[src/rtl/deser_defs.vh]
// Shared encodings and widths for the serial capture stage.
`ifndef DESER_DEFS_VH
`define DESER_DEFS_VH

`define DESER_FILL   1'b0
`define DESER_HOLD   1'b1
`define DESER_WORD_W 4
`define DESER_SLOT_W 2

`endif

[src/rtl/deser_4x1_pkg.sv]
// Types and widths shared by the 4x1 deserializer and its slot demultiplexer.
`include "deser_defs.vh"

package deser_4x1_pkg;

  localparam int WORD_W = `DESER_WORD_W;
  localparam int SLOT_W = `DESER_SLOT_W;

  // Slot index of the last bit of a word; accepting it completes the word.
  localparam logic [SLOT_W-1:0] SLOT_LAST = SLOT_W'(WORD_W - 1);

  typedef enum logic {
    ST_FILL = `DESER_FILL,
    ST_HOLD = `DESER_HOLD
  } state_t;

endpackage

[src/rtl/deser_4x1_demux.sv]
// 2-bit-key demux: steers one data bit and its load strobe to one of four capture slots.
// Purely combinational; no state and no backpressure of its own.
module demux_2x1
  import deser_4x1_pkg::*;
(
  input  logic              data,
  input  logic [SLOT_W-1:0] key,
  input  logic              enable,
  output logic [WORD_W-1:0] sel,
  output logic [WORD_W-1:0] dout
);

  always_comb begin
    sel  = '0;
    dout = '0;
    if (enable) begin
      sel[key]  = 1'b1;
      dout[key] = data;
    end
  end

endmodule

[src/rtl/deser_4x1.sv]
// 1-bit to 4-bit deserializer; out_valid rises on the edge accepting bit 4, word held while out_ready=0.
// DESER_4X1_MSB_FIRST_EN places the first accepted bit in out_data[3] instead of out_data[0].
module deser_4x1
  import deser_4x1_pkg::*;
(
  input  logic              clk,
  input  logic              reset,
  input  logic              clear,
  input  logic              in_valid,
  input  logic              in_data,
  output logic              in_ready,
  output logic              out_valid,
  output logic [WORD_W-1:0] out_data,
  input  logic              out_ready,
  output logic [SLOT_W-1:0] slot
);

  state_t              state_q;
  state_t              state_d;
  logic                accept;
  logic [SLOT_W-1:0]   slot_q;
  logic [SLOT_W-1:0]   demux_key;
  logic [WORD_W-1:0]   load_en;
  logic [WORD_W-1:0]   load_dat;
  logic [WORD_W-1:0]   cap_q;

  assign accept = in_ready & in_valid;

`ifdef DESER_4X1_MSB_FIRST_EN
  assign demux_key = ~slot_q;
`else
  assign demux_key = slot_q;
`endif

  demux_2x1 u_demux (
    .data   (in_data),
    .key    (demux_key),
    .enable (accept),
    .sel    (load_en),
    .dout   (load_dat)
  );

  always_ff @(posedge clk or posedge reset) begin
    if (reset) begin
      state_q <= ST_FILL;
    end else begin
      state_q <= state_d;
    end
  end

  always_comb begin
    state_d = state_q;
    case (state_q)
      ST_FILL: if (accept && slot_q == SLOT_LAST) state_d = ST_HOLD;
      ST_HOLD: if (out_ready) state_d = ST_FILL;
      default: state_d = ST_FILL;
    endcase
    // Abort wins over both the word-completing accept and the downstream transfer.
    if (clear) state_d = ST_FILL;
  end

  always_comb begin
    in_ready  = (state_q == ST_FILL);
    out_valid = (state_q == ST_HOLD);
  end

  always_ff @(posedge clk or posedge reset) begin
    if (reset) begin
      slot_q <= '0;
    end else if (clear) begin
      slot_q <= '0;
    end else if (accept) begin
      slot_q <= slot_q + SLOT_W'(1);
    end
  end

  // Only the slot selected by the demux loads; the other three keep their bits.
  always_ff @(posedge clk or posedge reset) begin
    if (reset) begin
      cap_q <= '0;
    end else if (clear) begin
      cap_q <= '0;
    end else begin
      for (int i = 0; i < WORD_W; i++) begin
        if (load_en[i]) cap_q[i] <= load_dat[i];
      end
    end
  end

  assign out_data = cap_q;
  assign slot     = slot_q;

endmodule

[config.mk]
export PLATFORM = sky130hd
export DESIGN_NAME = deser_4x1
export DESIGN_NICKNAME = d
export VERILOG_FILES = /design/src/rtl/deser_4x1_pkg.sv /design/src/rtl/deser_4x1_demux.sv /design/src/rtl/deser_4x1.sv
export VERILOG_INCLUDE_DIRS = /design/src /design/src/rtl
export SDC_FILE = /design/constraint.sdc
export NUM_CORES = 1
export LEC_CHECK = 0
export ABC_CLOCK_PERIOD_IN_PS = 1600
export CORE_AREA = 2 2 39 41
export DETAILED_ROUTE_END_ITERATION = 10
export DIE_AREA = 0 0 41 43
export DONT_BUFFER_PORTS = 1
export MAX_ROUTING_LAYER = met4
export PLACE_DENSITY = 0.42
export SLEW_MARGIN = 20
export SYNTH_ARGS = -nofsm -noshare
export SYNTH_HDL_FRONTEND = slang
export SYNTH_SLANG_ARGS = --single-unit
export TNS_END_PERCENT = 50
[constraint.sdc]
create_clock -name clk -period 1.6 [get_ports clk]
set_input_delay 0.24 -clock clk [delete_from_list [all_inputs] [get_ports clk]]
set_output_delay 0.24 -clock clk [all_outputs]
set_load 0.02 [all_outputs]
---- Word level (Yosys, flattened, before mapping) ----
Cells that the tools add are included.
operators by class
  muxes and demuxes ....................... 15
  reductions and logical operators ........ 7
  $lt $le $gt $ge ......................... 2
  bitwise operators ....................... 3
  eq/ne operators ......................... 1
  $add $sub $neg .......................... 1
operators by type and width
  operator               count
  $mux W4                3
  $reduce_bool A2 Y1     5
  $mux W1                8
  $and A4 B4 Y4          1
  $mux W2                2
  $lt A2 B3 Y1 const B   1
  $add A2 B1 Y2 const B  1
  $demux W1 S2           1
  $eq A2 B2 Y1 const B   1
  $ge A2 B1 Y1 const B   1
  $logic_and A1 B1 Y1    2
  $pmux W1 S2            1
  $and A1 B1 Y1          1
  $not A1 Y1             1
storage, ports and cells
  output and inout port bits .............. 8
  logic and storage cells ................. 35
  input port bits ......................... 6
  bits in registers ....................... 7

---- Logic depth before layout (Yosys ltp) ----
Gate-level depths: netlist of run 1.
  depth in word-level cells ............... 8
  gate-level depth with buffers ........... 4
  depth with buffers taken out ............ 4

---- Cells and area by module ----
A second synthesis of run 1 with hierarchy kept.
second synthesis, totals
  cell total of the unflattened synthesis .. 37
  area total of the unflattened synthesis .. 410.4 um^2
modules (own cells, without submodules)
  module     cells an instance  times used  sequential area each (um^2)  area an instance (um^2)
  deser_4x1  29                 1           175.2                        330.3
  demux_2x1  8                  1           0.0                          80.1

---- Worst setup path before layout of run 1 ----
OpenSTA, ideal clock, no wires.
  path type ............................... reg-to-reg
  start point ............................. register slot_q[0], in the netlist slot[0]
  end point ............................... register slot_q[1], in the netlist slot[1]
  stages on the path, launching flop included .. 5
  required time ........................... 1.481 ns
  path slack .............................. 0.436 ns
  arrival time ............................ 1.045 ns
  period minus slack after synthesis ...... 1.164 ns
  setup time .............................. 0.119 ns
  buffers on the path ..................... 0
  cells stage by stage .................... dfrtp_1 -> inv_1 -> ha_1 -> mux2i_1 -> nor2_1
between the ends
  word-level cells in the longest chain between the ends .. 3
RTL lines
  item                      RTL line         source
  start: declaration        deser_4x1.sv:21  logic [SLOT_W-1:0] slot_q;
  start signal: assignment  deser_4x1.sv:73  slot_q <= slot_q + SLOT_W'(1);
  $add A2 B1 Y2             deser_4x1.sv:73
  $mux W2                   deser_4x1.sv:72  end else if (accept) begin
  $mux W2                   deser_4x1.sv:70  end else if (clear) begin
Every way passes these cells. The select of a mux whose other input is x is not followed.
A chain may end at the register's enable or synchronous reset.

---- Worst setup path in the final report of run 1 ----
  start point ............................. register slot_q[0], in the netlist slot[0]
  end point ............................... register cap_q[0], in the netlist out_data[0]
between the ends
  word-level cells in the longest chain between the ends .. 8
  elaborated cells on any way between the ends .. 11
  those cells by class .................... 2 x order compare; 6 x mux; 1 x bitwise; 2 x reduce/logical
RTL lines
  item                                                                RTL line                                      source
  $lt A2 B3 Y1 (not written as such) or $ge A2 B1 Y1 (tied branches)  deser_4x1_demux.sv:17, deser_4x1_demux.sv:18
  $logic_and A1 B1 Y1 (not written as such)                           deser_4x1_demux.sv:17, deser_4x1_demux.sv:18
  $mux W1 (not written as such)                                       deser_4x1_demux.sv:17, deser_4x1_demux.sv:18
  $demux W1 S2 (*)                                                    n/a
  $and A4 B4 Y4 (no source line)                                      n/a
  $mux W4                                                             deser_4x1_demux.sv:16                         if (enable) begin
  $mux W1                                                             deser_4x1.sv:85                               if (load_en[i]) cap_q[i] <= load_dat[i];
  $mux W4                                                             deser_4x1.sv:81                               end else if (clear) begin
  end signal: indexed assignment                                      deser_4x1.sv:85
  end: declaration                                                    deser_4x1.sv:25                               logic [WORD_W-1:0] cap_q;
Mark *: on every way between the ends. The rest lies on a longest branch, timed or not. The select of a mux whose other input is x is not followed.

==> out/metrics.cfg, run 1 <==
[yosys]
synth_top_cell_area_share = 0.4620
synth_common_cells = dfrtp_1 (7), a21oi_1 (5), ha_1 (4), inv_1 (4), nand3_1 (4)
syn-cell-area_sq_um = 379.1
ys_types = 14
syn-mean-instance-area_sq_um = 10.53
yosysTopAreaCell = dfrtp_1
ys_seq_elements = 7
yosys_warnings = 0
synth_cells = 36
synth.most_common_cell = dfrtp_1
synth_nets = 46
synth-seq-area-share = 0.4620
synth-edff-count = 0
synth_area_leaders = dfrtp_1 (46%), ha_1 (13%), a21bo_1 (7.9%)
ys_async_sr_fraction = 1.000
synth_ff_type = dfrtp_1

[critical_path]
crit_slowest_cell = dfrtp_1
crit_fanout = 5
crit_path_max_incr_delay_ps = 540
setup.worst_path.end_class = flop
cp-start-kind = flop
cp_top_family = flip-flops
crit_type = flop to flop
cp_data_arrival_time_ps = 1450
crit_required_ps = 1780
cp_num_buf_inv = 1
path_cells = inv_1 -> ha_1 -> a21bo_1 -> a21oi_1

[final_layout]
seqCellArea_sq_um = 175.2
multi_input_area_sq_um = 177.7
diodes = 0
drive_gt1_frac = 0.1000
syn_to_final_growth_pct = 11.88
final_cell_area_sq_um = 424.2
finalCoreUtilization = 0.3065
nNetsFinal = 51
nFillCells = 145

[routing]
dr_total_vias = 267
wirelength_um = 724
firstDrtPassIters = 2
drtAntennaViolNets = 0
drc = 0
wire_per_inst_um = 12.93
viasPerCell = 4.768
drtIter0Drc = 1

[floorplanning]
start_util = 0.2740
die_w_um = 41
dieHeight_um = 43
core-area_sq_um = 1384
dieArea_sq_um = 1763
ios = 14
num_rows = 14

[sta]
clock_skew_ps = 3.982
fin_crit_ps = 1273
period_share = 0.7956
max_freq_mhz = 785.5
setup_viol = 0
worstMarginPinSlew_ps = 385.9
whs_ps = 41.89
hold_viol = 0
timing.final.max_slew_violations = 0
setup_slack_ps = 327.0
slew_headroom = 0.7416
rsz0062_at_grt = false
setup_tns_ps = 0

[grt]
overflow = 0
grt_pass1_wl_um = 1179
grt_usage = 0.1098
grt_max_degree = 10
antenna_found_initial = 0
first_global_vias = 270

[power_and_ir_drop]
power-per-cell-area_nw_per_um2 = 988.4
ir_drop_v = 0.0003207
p_leak_nw = 0.1934

[clocking]
cts_buffers = 3
clock_latency_ps = 250
htreeDepth = 1
cts_root_buf = clkbuf_4
cts.reportedPaths.clkPinSlew_ps = 60
cts_buffer_depth = 2
cts.sink_count = 7
cts_tree = built

[place]
place_ws_ps = 342.1
gp_congestion = 0.7361
hpwl_um = 554.8
portBuffers = 0
placed_cell_area_sq_um = 387.9

[run_status]
status = completed

[flow_run]
maxCapViolations = 0

[hold_path]
min_path_type = primary input to flop

[registers in the layout (all words and copies together), names as in the netlist]
name       flops
out_data       4
out_valid      1
slot           2
[final timing paths]
check                                  from     endpoint  slack, ps  depth (start not counted)
max in group asynchronous             reset    out_valid       1010                          2
worst max-delay path                slot[0]  out_data[0]        330                          4
worst min register to register  out_data[3]  out_data[3]        630                          2
worst max register to register      slot[0]  out_data[0]        330                          4
min in group asynchronous             reset      slot[1]        360                          2
worst min-delay path                  clear  out_data[2]         40                          1
[stage by stage]
stage / std cells / power (mW)
after floorplan: 36 / 0.2482
after global placement: 51 / 0.2545
after detailed placement: 51 / 0.2567
after CTS: 56 / 0.4323
after global routing: 56 / 0.4459
final: 56 / 0.4192
[power by group]
part,internal (mW),switching [mW]
sequential,0.186,0.0229
clock,0.0955,0.0694
combinational,0.0210,0.0244
[cell type report]
type                            instances  share of cell area
Sequential cell                         7              0.4130
Inverter                                4             0.03540
Timing Repair Buffer                    1             0.02360
Multi-Input combinational cell         24              0.4189
Clock buffer                            4             0.06195
Tap cell                               16             0.04720
[repair_timing]
action                                 CTS  global route
buffers inserted                         0             0
resized for setup                        0             0
endpoints found under the hold margin    7             0
hold buffers                             1             0
[placed cells by master, fill, tap and decap left out, drive strengths merged]
master	n
nand2b	1
mux2i	1
nand2	1
inv	4
nor2b	1
xnor2	1
ha	4
nor2	2
a21oi	5
clkbuf	4
nand3	4
dfrtp	7
dlygate4sd3	1
nand3b	1
a21bo	3
[cells by family (layout without fill, tap and decap cells)]
group                    count (synthesis)  count (layout)  synth area share
AND/OR/NAND/NOR                         10              10            0.1419
AO/OA/AOI/OAI                            8               8            0.1452
flip-flops                               7               7            0.4621
buffers and inverters                    5               9           0.06929
adder cells (fa/ha/maj)                  4               4            0.1320
XOR/XNOR                                 1               1           0.02311
multiplexers                             1               1           0.02640
[routing by layer]
metal,track usage,wire length (um),up-vias
li1,-,-,129
met5,-,0,-
met1,0.1382,305,126
met4,0.1000,0,0
met3,0.04188,85,0
met2,0.1281,334,12
Note: power is estimated with default switching activity, not from simulation.
==> run 2: changes to the inputs <==
Settings changed: ABC_CLOCK_PERIOD_IN_PS 1600 to 1200.
Clock period 1.6 ns to 1.2 ns, I/O delays scaled along.
==> out/metrics.cfg, run 2 (same netlist as run 1, synthesis figures left out) <==
[run_status]
status = completed

[place]
place_ws_ps = -10.12  ; -352.3 ps
dp.cells = 57  ; +12%
gp_congestion = 0.7713  ; +4.8%
hpwl_um = 554.9  ; about the same
portBuffers = 0  ; unchanged

[routing]
wire_per_inst_um = 12.38  ; -4.2%
wirelength_um = 780  ; +7.7%
drtAntennaViolNets = 0  ; unchanged
drtIter0Drc = 2  ; +1
firstDrtPassIters = 4  ; +2
viasPerCell = 4.730  ; -0.79%
dr_total_vias = 298  ; +12%
drc = 0  ; unchanged

[clocking]
htreeDepth = 1  ; unchanged
cts_tree = built
cts.sink_count = 7  ; unchanged
cts_buffers = 3  ; unchanged
post-cts-setup-buffers = 0  ; unchanged
clock_latency_ps = 260  ; about the same
cts_buffer_depth = 2  ; unchanged
cts_root_buf = clkbuf_4
cts.reportedPaths.clkPinSlew_ps = 50  ; about the same

[floorplanning]
ios = 14  ; unchanged
start_util = 0.2740  ; unchanged
dieArea_sq_um = 1763  ; unchanged
dieHeight_um = 43  ; unchanged
die_w_um = 41  ; unchanged
num_rows = 14  ; unchanged
core-area_sq_um = 1384  ; unchanged

[sta]
setup_slack_ps = 74.40  ; -252.6 ps
worstMarginPinSlew_ps = 312.4  ; -73.48 ps
rsz0062_at_grt = false
timing.final.max_slew_violations = 0  ; unchanged
fin_crit_ps = 1126  ; -147.4 ps
period_share = 0.9380  ; +0.1424
clock_skew_ps = 5.185  ; +1.203 ps
max_freq_mhz = 888.4  ; +13%
setup_viol = 0  ; unchanged
hold_viol = 0  ; unchanged
setup_tns_ps = 0  ; unchanged
slew_headroom = 0.7910  ; +0.04946

[final_layout]
nFillCells = 142  ; -2.1%
nNetsFinal = 58  ; +14%
fin_cells = 63  ; +13%
most-common-layout-cells = dfrtp_1 (6), buf_4 (6), nand3_1 (4), ha_1 (4)
diodes = 0  ; unchanged
drive_gt1_frac = 0.2979  ; +0.1979
syn_to_final_growth_pct = 30.03
largest_reg_flops = 4  ; unchanged

[hold_path]
min_path_type = primary input to flop
whs_path_depth = 2  ; +1

[grt]
first_global_vias = 299  ; +11%
antenna_found_initial = 0  ; unchanged
overflow = 0  ; unchanged
grt_pass1_wl_um = 1235  ; +4.7%
grt_usage = 0.1143  ; +0.004501
grt_max_degree = 10  ; unchanged

[critical_path]
crit_type = flop to flop
rr_worst_depth = 4  ; unchanged
crit_fanout = 5  ; unchanged
cp_data_arrival_time_ps = 1310  ; -140 ps
setup.worst_path.end_class = flop
cp-start-kind = flop
crit_required_ps = 1380  ; -400 ps

[power_and_ir_drop]
power-per-cell-area_nw_per_um2 = 1188  ; +20%
p_leak_nw = 0.2331  ; +20%
ir_drop_v = 0.0003978  ; +24%

[flow_run]
maxCapViolations = 0  ; unchanged

==> run 2: changes by cell type in the layout (fill, tap and decap cells not counted), sizes merged <==
cell	previous run	this run
dlygate4sd3	1	2
buf	0	6
==> run 2: power breakdown <==
group,leakage [nW],switching (mW),internal [mW],total [mW]
sequential,0.0940,0.0157,0.249,0.265
clock,0.0150,0.0916,0.127,0.219
combinational,0.124,0.0548,0.0471,0.102
==> run 2: final timing paths <==
path / slack [ps] / end / from
max reg2reg: 70 / out_data[0] / slot[1]
min in group asynchronous: 300 / slot[0] / reset
min: 70 / out_data[2] / in_data
max: 70 / out_data[0] / slot[1]
max in group asynchronous: 670 / slot[1] / reset
min reg2reg: 640 / out_data[3] / out_data[3]
==> run 2: final cells by class <==
class	count	area, sq um	share of cell area
Sequential cell	7	176.4	0.3579
Multi-Input combinational cell	24	190.2	0.3858
Inverter	4	15.01	0.03046
Timing Repair Buffer	8	65.06	0.1320
Clock buffer	4	26.28	0.05330
Tap cell	16	20.02	0.04061
==> run 2: what timing repair did <==
item | in CTS | in global routing
hold endpoints to repair | 14 | 0
gates resized for setup | 1 | 4
pin swaps | 0 | 0
endpoints found under the setup margin | 3 | 4
hold buffers | 2 | 0
==> run 2: critical path, cell delays in order (launching register included) <==
cell and delay, ps:
dfrtp_2 450, inv_1 80, ha_1 200, a21bo_1 180
a21oi_2 130
==> run 2: routing by layer <==
metal  vias to the layer above  GRT usage  part of all wire
met5                         -          -                 0
met1                       137     0.1262              0.41
met4                         0     0.1000             0.018
li1                        145          -                 -
met2                        14     0.1531              0.49
met3                         2    0.04188             0.078
==> run 2: metrics by stage <==
step           utilization  total power [mW]  hold slack, ps  instance area, sq um
2_1_floorplan            -            0.3309          -16.60                 379.1
3_3_place_gp        0.3128            0.3551           14.64                 432.9
5_1_grt             0.3562            0.6226           69.58                 493.0
3_5_place_dp        0.3128            0.3573           23.09                 432.9
6_report            0.3562            0.5856           66.52                 493.0
4_1_cts             0.3472            0.5966           55.72                 480.5
==> run 3: changes to the inputs <==
Settings changed: GPL_TIMING_DRIVEN set to 0, SKIP_CTS_REPAIR_TIMING set to 1.
==> out/metrics.cfg, run 3 (same netlist as run 1, synthesis figures left out) <==
[flow_run]
maxCapViolations = 0  ; unchanged

[final_layout]
nFillCells = 153  ; +7.7%
most-common-layout-cells = nand3_1 (4), a21oi_1 (4), dfrtp_1 (4)
drive_gt1_frac = 0.2683  ; -0.02958
fin_cells = 57  ; -9.5%
diodes = 0  ; unchanged
largest_reg_flops = 4  ; unchanged
syn_to_final_growth_pct = 17.49
nNetsFinal = 52  ; -10%

[sta]
setup_slack_ps = 73.78  ; -0.6170 ps
worstMarginPinSlew_ps = 269.1  ; -43.31 ps
max_freq_mhz = 887.9  ; about the same
slew_headroom = 0.8204  ; +0.02936
hold_viol = 7  ; +7
timing.final.max_slew_violations = 0  ; unchanged
setup_viol = 0  ; unchanged
whs_ps = -18.60  ; -85.12 ps
period_share = 0.9385  ; about the same
rsz0062_at_grt = false
clock_skew_ps = 5.742  ; +0.5574 ps
fin_crit_ps = 1126  ; +0.6170 ps

[grt]
overflow = 0  ; unchanged
antenna_found_initial = 0  ; unchanged
grt_max_degree = 10  ; unchanged
first_global_vias = 262  ; -12%
grt_usage = 0.1038  ; -0.01050
grt_pass1_wl_um = 1124  ; -9.0%

[routing]
wire_per_inst_um = 12.44  ; +0.47%
wirelength_um = 709  ; -9.1%
drtIter0Drc = 6  ; +4
dr_total_vias = 262  ; -12%
firstDrtPassIters = 2  ; -2
drtAntennaViolNets = 0  ; unchanged
viasPerCell = 4.596  ; -2.8%
drc = 0  ; unchanged

[floorplanning]
dieHeight_um = 43  ; unchanged
start_util = 0.2740  ; unchanged
ios = 14  ; unchanged
dieArea_sq_um = 1763  ; unchanged
die_w_um = 41  ; unchanged
core-area_sq_um = 1384  ; unchanged
num_rows = 14  ; unchanged

[clocking]
cts_root_buf = clkbuf_4
htreeDepth = 1  ; unchanged
cts_buffers = 3  ; unchanged
cts.sink_count = 7  ; unchanged
cts_buffer_depth = 2  ; unchanged
cts.reportedPaths.clkPinSlew_ps = 50  ; about the same
cts_tree = built
clock_latency_ps = 250  ; about the same

[critical_path]
reg2reg_from = slot[0]
crit_slowest_cell = dfrtp_2
crit_required_ps = 1380  ; about the same
setup.worst_path.end_class = flop
cp-start-kind = flop
r2r_slack_ps = 70  ; about the same
crit_type = flop to flop
timing.rr.end = out_data[2]
path_cells = inv_2 -> ha_1 -> a21bo_1 -> a21oi_2
cp_data_arrival_time_ps = 1310  ; about the same
rr_worst_depth = 4  ; unchanged
crit_fanout = 5  ; unchanged
crit_path_max_incr_delay_ps = 470  ; +20 ps

[run_status]
violations = negative hold slack
status = finished, violations left

[power_and_ir_drop]
clockPowerShare = 0.381  ; +0.007
seqPwrFrac = 0.505  ; +0.053
ir_drop_v = 0.0004584  ; +15%
power_frac_comb = 0.115  ; -0.059
p_int_mw = 0.4084  ; -3.5%
p_leak_nw = 0.1920  ; -18%
swShare = 0.2658  ; -0.01109
p_switching_mw = 0.1479  ; -8.8%
power-per-cell-area_nw_per_um2 = 1249  ; +5.1%

[place]
dp.cells = 52  ; -8.8%
portBuffers = 0  ; unchanged
gp_congestion = 0.7667  ; -0.60%
place_ws_ps = -53.33  ; -43.21 ps
hpwl_um = 530.1  ; -4.5%

[hold_path]
min_to = out_data[2]
min_path_type = primary input to flop
min_from = clear
whs_path_depth = 1  ; -1

-- run 3: cell types whose count changed in the layout (fill, tap and decap cells not counted) --
cell           change
buf_4              -6
dfrtp_1            -2
dfrtp_2            +2
a21oi_1            +1
a21oi_2            -1
buf_6              +1
dlygate4sd3_1      -1
ha_1               -1
ha_2               +1
nor2b_2            +1
nor2b_4            -1
-- run 3: per-stage QoR --
stage          hold WS [ps]  cell area [sq um]    util  TNS (ps)  power (mW)
2_1_floorplan        -16.60              379.1       -         0      0.3309
3_3_place_gp          18.11              399.1  0.2884    -75.41      0.3424
3_5_place_dp          23.85              399.1  0.2884    -140.0      0.3440
4_1_cts              -255.1              425.4  0.3074    -207.7      0.5681
5_1_grt              -42.37              445.4  0.3219         0      0.6030
6_report             -18.60              445.4  0.3219         0      0.5563
-- run 3: worst max path at each step --
stage | cells after the start | startpoint | to | slack, ps
after floorplan | 4 | slot[0] | slot[1] | 40
after global placement | 4 | slot[0] | out_data[0] | -40
after detailed placement | 4 | slot[0] | out_data[2] | -50
after CTS | 4 | slot[0] | out_data[2] | -70
after global routing | 4 | slot[1] | out_data[0] | 0.5
final | 4 | slot[0] | out_data[2] | 70
-- run 3: power by group through the flow --
stage | clock, mW | sequential [mW] | combinational (mW)
detailed placement | 0 | 0.283 | 0.0614
finish | 0.212 | 0.281 | 0.0639
CTS | 0.227 | 0.279 | 0.0621
floorplan | 0 | 0.279 | 0.0521
global route | 0.244 | 0.283 | 0.0760
global placement | 0 | 0.282 | 0.0600
-- run 3: layout make-up --
cell class | count | area [sq um] | share of cell area
Multi-Input combinational cell | 24 | 183.9 | 0.4129
Sequential cell | 7 | 178.9 | 0.4017
Clock buffer | 4 | 26.28 | 0.05899
Tap cell | 16 | 20.02 | 0.04494
Inverter | 4 | 15.01 | 0.03371
Buffer | 1 | 11.26 | 0.02528
Timing Repair Buffer | 1 | 10.01 | 0.02247
-- run 3: worst max-delay path, delay by kind of cell, from the launching register on --
family	cells	cell delay [ps]
flip-flops	1	470
adder cells (fa/ha/maj)	1	210
buffers and inverters	1	60
AO/OA/AOI/OAI	2	310
-- run 3: routing by layer --
metal / GRT usage / part of all wire
met5: - / 0
met1: 0.1325 / 0.43
met4: 0.1000 / 0
met3: 0.02094 / 0.093
met2: 0.1281 / 0.48
==> patch 1, RTL diff (config.mk and constraints of run 2) <==
The macro `DESER_WORD_W` goes from 4 to 6.
--- a/src/rtl/deser_defs.vh
+++ b/src/rtl/deser_defs.vh
@@ -4,7 +4,7 @@
 
 `define DESER_FILL   1'b0
 `define DESER_HOLD   1'b1
-`define DESER_WORD_W 4
+`define DESER_WORD_W 6
 `define DESER_SLOT_W 2
 
 `endif
Interface: changed (resized out_data); port bits go from 14 to 16. No check against the original RTL was run, so the function may have changed too.
==> patch 1 against run 2 <==
  * Power grew 3.0%
  * Synthesized area increased by 3.3%
  * Critical path type unchanged
  * Largest power group unchanged
  * Sequential cell count did not move
  * Clock skew decreased by 0.0035 ns
  * Synthesized cell count grew 2.8%
  * Combinational power up 12%
  * Highest routed layer unchanged
  * Design area decreased by 3.3%
  * Routed wire length decreased by 3.7%
  * Worst setup slack worse by 0.019 ns
  * Hold slack gained 0.027 ns
==> patch 1: results (changes against run 2) <==
stage;metric;value;unit;change
timing;hold slack;0.0934;ns;+0.0269 ns
synth;library cells used by synthesis;12;;-2
drt;routed length per instance;12.3;µm;-0.56%
place;Post-DP Area;424;µm²;-2.0%
finish;FILL cells;155;;+9.2%
worst_hold_path;Worst Hold Endpoint;out_data[1]$_DFFE_PP0P_;;
clock_tree;Max Root-Sink Buffers;2;;unchanged
setup_path;internal reg-to-reg setup slack;0.06;ns;-0.02 ns
finish;final core occ;34.4;%;-1.2 points
grt;vias in the first global route;240;;-20%
timing;Tmin final;1.14;ns;+0.0186 ns
synth;Synth top cells by count;7 x dfrtp_1, 6 x nor2_1, 5 x mux2i_1;;
synth;ys async rst share;100;%;unchanged
finish;nonclk buf count;5;;-3
clock_tree;CTS root buffer;clkbuf_4;;
worst_hold_path;hold path cells;2;;unchanged
worst_hold_path;Hold Crit Class;in -> reg;;
setup_path;Reg2Reg Launch Point;slot[0]$_DFFE_PP0P_;;
place;Final HPWL DP;584;µm;+5.2%
grt;total track usage;9.38;%;-2.0 points
finish;Non-clk invs;4;;unchanged
finish;Seq area share;37.3;%;+1.5 points
setup_path;Worst Path Arrival;1.27;ns;-0.04 ns
synth;yosys warns;0;;unchanged
drt;iteration count of the initial detailed-routing pass;3;;-1
timing;Hold Fails Final Rpt;0;;unchanged
timing;clock skew;0.00172;ns;-0.00347 ns
finish;clkbuf count;4;;unchanged
clock_tree;worst skew pair latency;0.24;ns;-0.02 ns
clock_tree;Num CTS Buffers;3;;unchanged
synth;Top FF cell, synth;dfrtp_1;;
synth;top-area cell type share of the netlist area;44.7;%;-1.5 points
synth;Seq/Total Area, Yosys;44.7;%;-1.5 points
pwr;Leakage Power;0.241;nW;+3.4%
grt;pin count of the biggest net entering global routing;9;;-1
finish;clock network share of area;5.51;%;+0.18 points
floorplan;n_taps;16;;unchanged
place;gpl congestion;0.589;;-24%
clock_tree;Clock transition at path regs;0.05;ns;about the same
finish;layout cells sized above 1;28.9;%;-0.90 points
place;buffers added on ports;0;;unchanged
drt;Detail Route Antenna Nets;0;;unchanged
setup_path;Reg-to-Reg End;out_data[1]$_DFFE_PP0P_;;
drt;DR vias/cell;4.34;;-8.2%
finish;Multi-input gate area;195;µm²;+2.6%
worst_hold_path;hold_sp;in_data;;
outcome;status;complete, no violations;;
place;Setup WS pre-CTS;0.0458;ns;+0.0559 ns
grt;first-pass GRT wire length;1040;µm;-16%
finish;Final non-clock buffer share;8.92;%;-4.3 points
synth;leading post-synthesis cells by cell area;dfrtp_1 45%, ha_1 13%, mux2i_1 13%, nand3b_1 7.7%, nor2_1 5.8%;;
finish;fin nets;56;;-3.4%
finish;multi-input logic cell count;25;;+4.2%
finish;# diodes;0;;unchanged
setup_path;Worst setup EP type;register;;
pwr;Peak VDD IR;0.000781;V;+96%
[patch 1: cell types whose count changed after synthesis, sizes merged]
| cell | run 2 | this run |
|---|---|---|
| a21bo | 3 | 0 |
| a21oi | 5 | 1 |
| and2b | 0 | 1 |
| buf | 1 | 2 |
| conb | 0 | 1 |
| mux2i | 1 | 5 |
| nand2 | 1 | 0 |
| nand2b | 1 | 0 |
| nand3 | 4 | 0 |
| nand3b | 1 | 4 |
| nor2 | 2 | 6 |
| nor2b | 1 | 0 |
| or2b | 0 | 1 |
[patch 1: where the power goes]
part | leakage, nW | switching, mW | total [mW] | internal (mW)
Sequential | 0.0925 | 0.0282 | 0.282 | 0.253
Combinational | 0.134 | 0.0627 | 0.114 | 0.0510
Clock | 0.0150 | 0.0814 | 0.208 | 0.127
Total | 0.241 | 0.172 | 0.603 | 0.431
[patch 1: kinds of logic after synthesis]
family / share of synthesized area, %
AO/OA/AOI/OAI: 1.28
flip-flops: 44.7
other: 0.958
AND/OR/NAND/NOR: 17.6
XOR/XNOR: 2.24
buffers and inverters: 7.67
multiplexers: 12.8
adder cells (fa/ha/maj): 12.8
[patch 1: layer usage]
metal	track usage (%)	wire [µm]
met5	-	0
met3	4.19	66
met2	12.8	367
met1	10.7	302
met4	6.00	14
[patch 1: metrics by stage]
step	power [mW]	cells
global placement	0.386	55
detailed placement	0.388	55
finish	0.603	61
CTS	0.610	61
floorplan	0.362	38
global route	0.648	61
[patch 1: critical path: stages (launching register included)]
cell	delay, ns
dfrtp_2	0.44
ha_1	0.20
nand3b_1	0.13
mux2i_1	0.20
nor2_1	0.05
[patch 1: repair_timing]
item | 4_1_cts | 5_1_grt
hold buffers | 2 | 0
endpoints found under the hold margin | 14 | 0
gates resized for setup | 0 | 5
setup endpoints to repair | 0 | 3
==> patch 2, RTL diff (settings of run 2) <==
Made on the original files. Reset style: synchronous (`reset`), changed in 3 clocked blocks.
--- a/src/rtl/deser_4x1.sv
+++ b/src/rtl/deser_4x1.sv
@@ -40,7 +40,7 @@
     .dout   (load_dat)
   );
 
-  always_ff @(posedge clk or posedge reset) begin
+  always_ff @(posedge clk) begin
     if (reset) begin
       state_q <= ST_FILL;
     end else begin
@@ -64,7 +64,7 @@
     out_valid = (state_q == ST_HOLD);
   end
 
-  always_ff @(posedge clk or posedge reset) begin
+  always_ff @(posedge clk) begin
     if (reset) begin
       slot_q <= '0;
     end else if (clear) begin
@@ -75,7 +75,7 @@
   end
 
   // Only the slot selected by the demux loads; the other three keep their bits.
-  always_ff @(posedge clk or posedge reset) begin
+  always_ff @(posedge clk) begin
     if (reset) begin
       cap_q <= '0;
     end else if (clear) begin
Behaviour: differs if reset is asserted again (counterexample within 4 cycles, from zero or initial values and one cycle with reset high); with reset held inactive, the same outputs for 10 cycles.
==> patch 2 against run 2 <==
  * Worst setup slack gained 0.041 ns
  * Synthesized area down 7.6%
  * Routed wire length decreased by 8.1%
  * Sequential cell count is the same
  * Design area shrank 13%
  * Critical path type unchanged
  * Non-clock buffer count is 2 lower
Power is not compared: it rests on default switching activity, and its combinational part moved more than twofold at a synthesized area within 25%.
==> patch 2: results (changes against run 2) <==
stage;metric;value;unit;change
synth;Top FF cell, synth;dfxtp_1;;
timing;Fmax achieved;922;MHz;+3.8%
worst_hold_path;Worst Hold Endpoint;out_data[1]$_SDFFE_PP0P_;;
synth;Seq/Total Area, Yosys;40.0;%;-6.2 points
setup_path;Reg-to-Reg End;out_data[0]$_SDFFE_PP0P_;;
synth;Synth top cells by count;7 x dfxtp_1, 5 x a21oi_1, 4 x ha_1, 4 x nand3_1;;
grt;met3 global-route usage;2.62;%;-1.6 points
timing;clock skew;0.000881;ns;-0.00430 ns
place;gpl congestion;0.722;;-6.4%
finish;Final Non-Filler Cells;61;;-3.2%
setup_path;Worst Path Arrival;1.27;ns;-0.04 ns
synth;library cells used by synthesis;16;;+2
timing;hold slack;0.0886;ns;+0.0221 ns
drt;total number of vias;269;;-9.7%
setup_path;Reg2Reg Launch Point;slot[0]$_SDFFE_PP0P_;;
outcome;status;complete, no violations;;
synth;leading post-synthesis cells by cell area;dfxtp_1 40%, ha_1 14%, a21bo_1 8.6%, a21oi_1 7.1%, nand3_1 5.7%;;
setup_path;Worst setup startpoint;slot[0]$_SDFFE_PP0P_;;
clock_tree;PostCTS Resize Cnt;0;;-1
setup_path;CP max stage delay;0.38;ns;-0.07 ns
grt;total track usage;11.2;%;-0.21 points
setup_path;CP Max Fanout;4;;-1
synth;Post-Synth XOR/XNOR Area;2.50;%;+0.19 points
place;Setup WS pre-CTS;0.130;ns;+0.140 ns
synth;Synth Area in Compound Gates;15.7;%;+1.2 points
synth;syn_area_per_cell;9.47;µm²;-10%
finish;layout cells sized above 1;24.4;%;-5.3 points
setup_path;Critical Path Slowest Stage Cell;dfxtp_1;;
drt;drt first-iter violations;10;;+8
place;Post-DP Area;400;µm²;-7.5%
finish;fin nets;56;;-3.4%
drt;met2 WL;350;µm;-9.3%
synth;syn nets;47;;+2.2%
synth;Synth Area in Adders;14.3;%;+1.1 points
drt;metal3 WL;62;µm;+1.6%
synth;ys async rst share;0;%;-100 points
grt;first-pass GRT wire length;1210;µm;-1.7%
[patch 2: changes by cell type after synthesis]
cell / run 2 / this run
inv_1: 4 / 3
dfrtp_1: 7 / 0
or2_2: 0 / 1
dfxtp_1: 0 / 7
clkbuf_1: 0 / 1
[patch 2: power breakdown]
| part | leakage (nW) | switching (mW) | internal [mW] |
|---|---|---|---|
| Clock | 0.0150 | 0.0899 | 0.127 |
| Combinational | 0.101 | 0.0237 | 0.0171 |
| Sequential | 0.0566 | 0.00331 | 0.237 |
| Total | 0.173 | 0.117 | 0.381 |
[patch 2: logic make-up after synthesis]
group / Yosys count
AO/OA/AOI/OAI: 8
XOR/XNOR: 1
adder cells (fa/ha/maj): 4
buffers and inverters: 5
flip-flops: 7
multiplexers: 1
AND/OR/NAND/NOR: 11
[patch 2: cell type report]
class	count	area, µm²
fill	150	957
multi-input combinational	25	184
sequential	7	140
timing repair buffer	6	45.0
clock buffer	4	26.3
tap	16	20.0
inverter	3	11.3
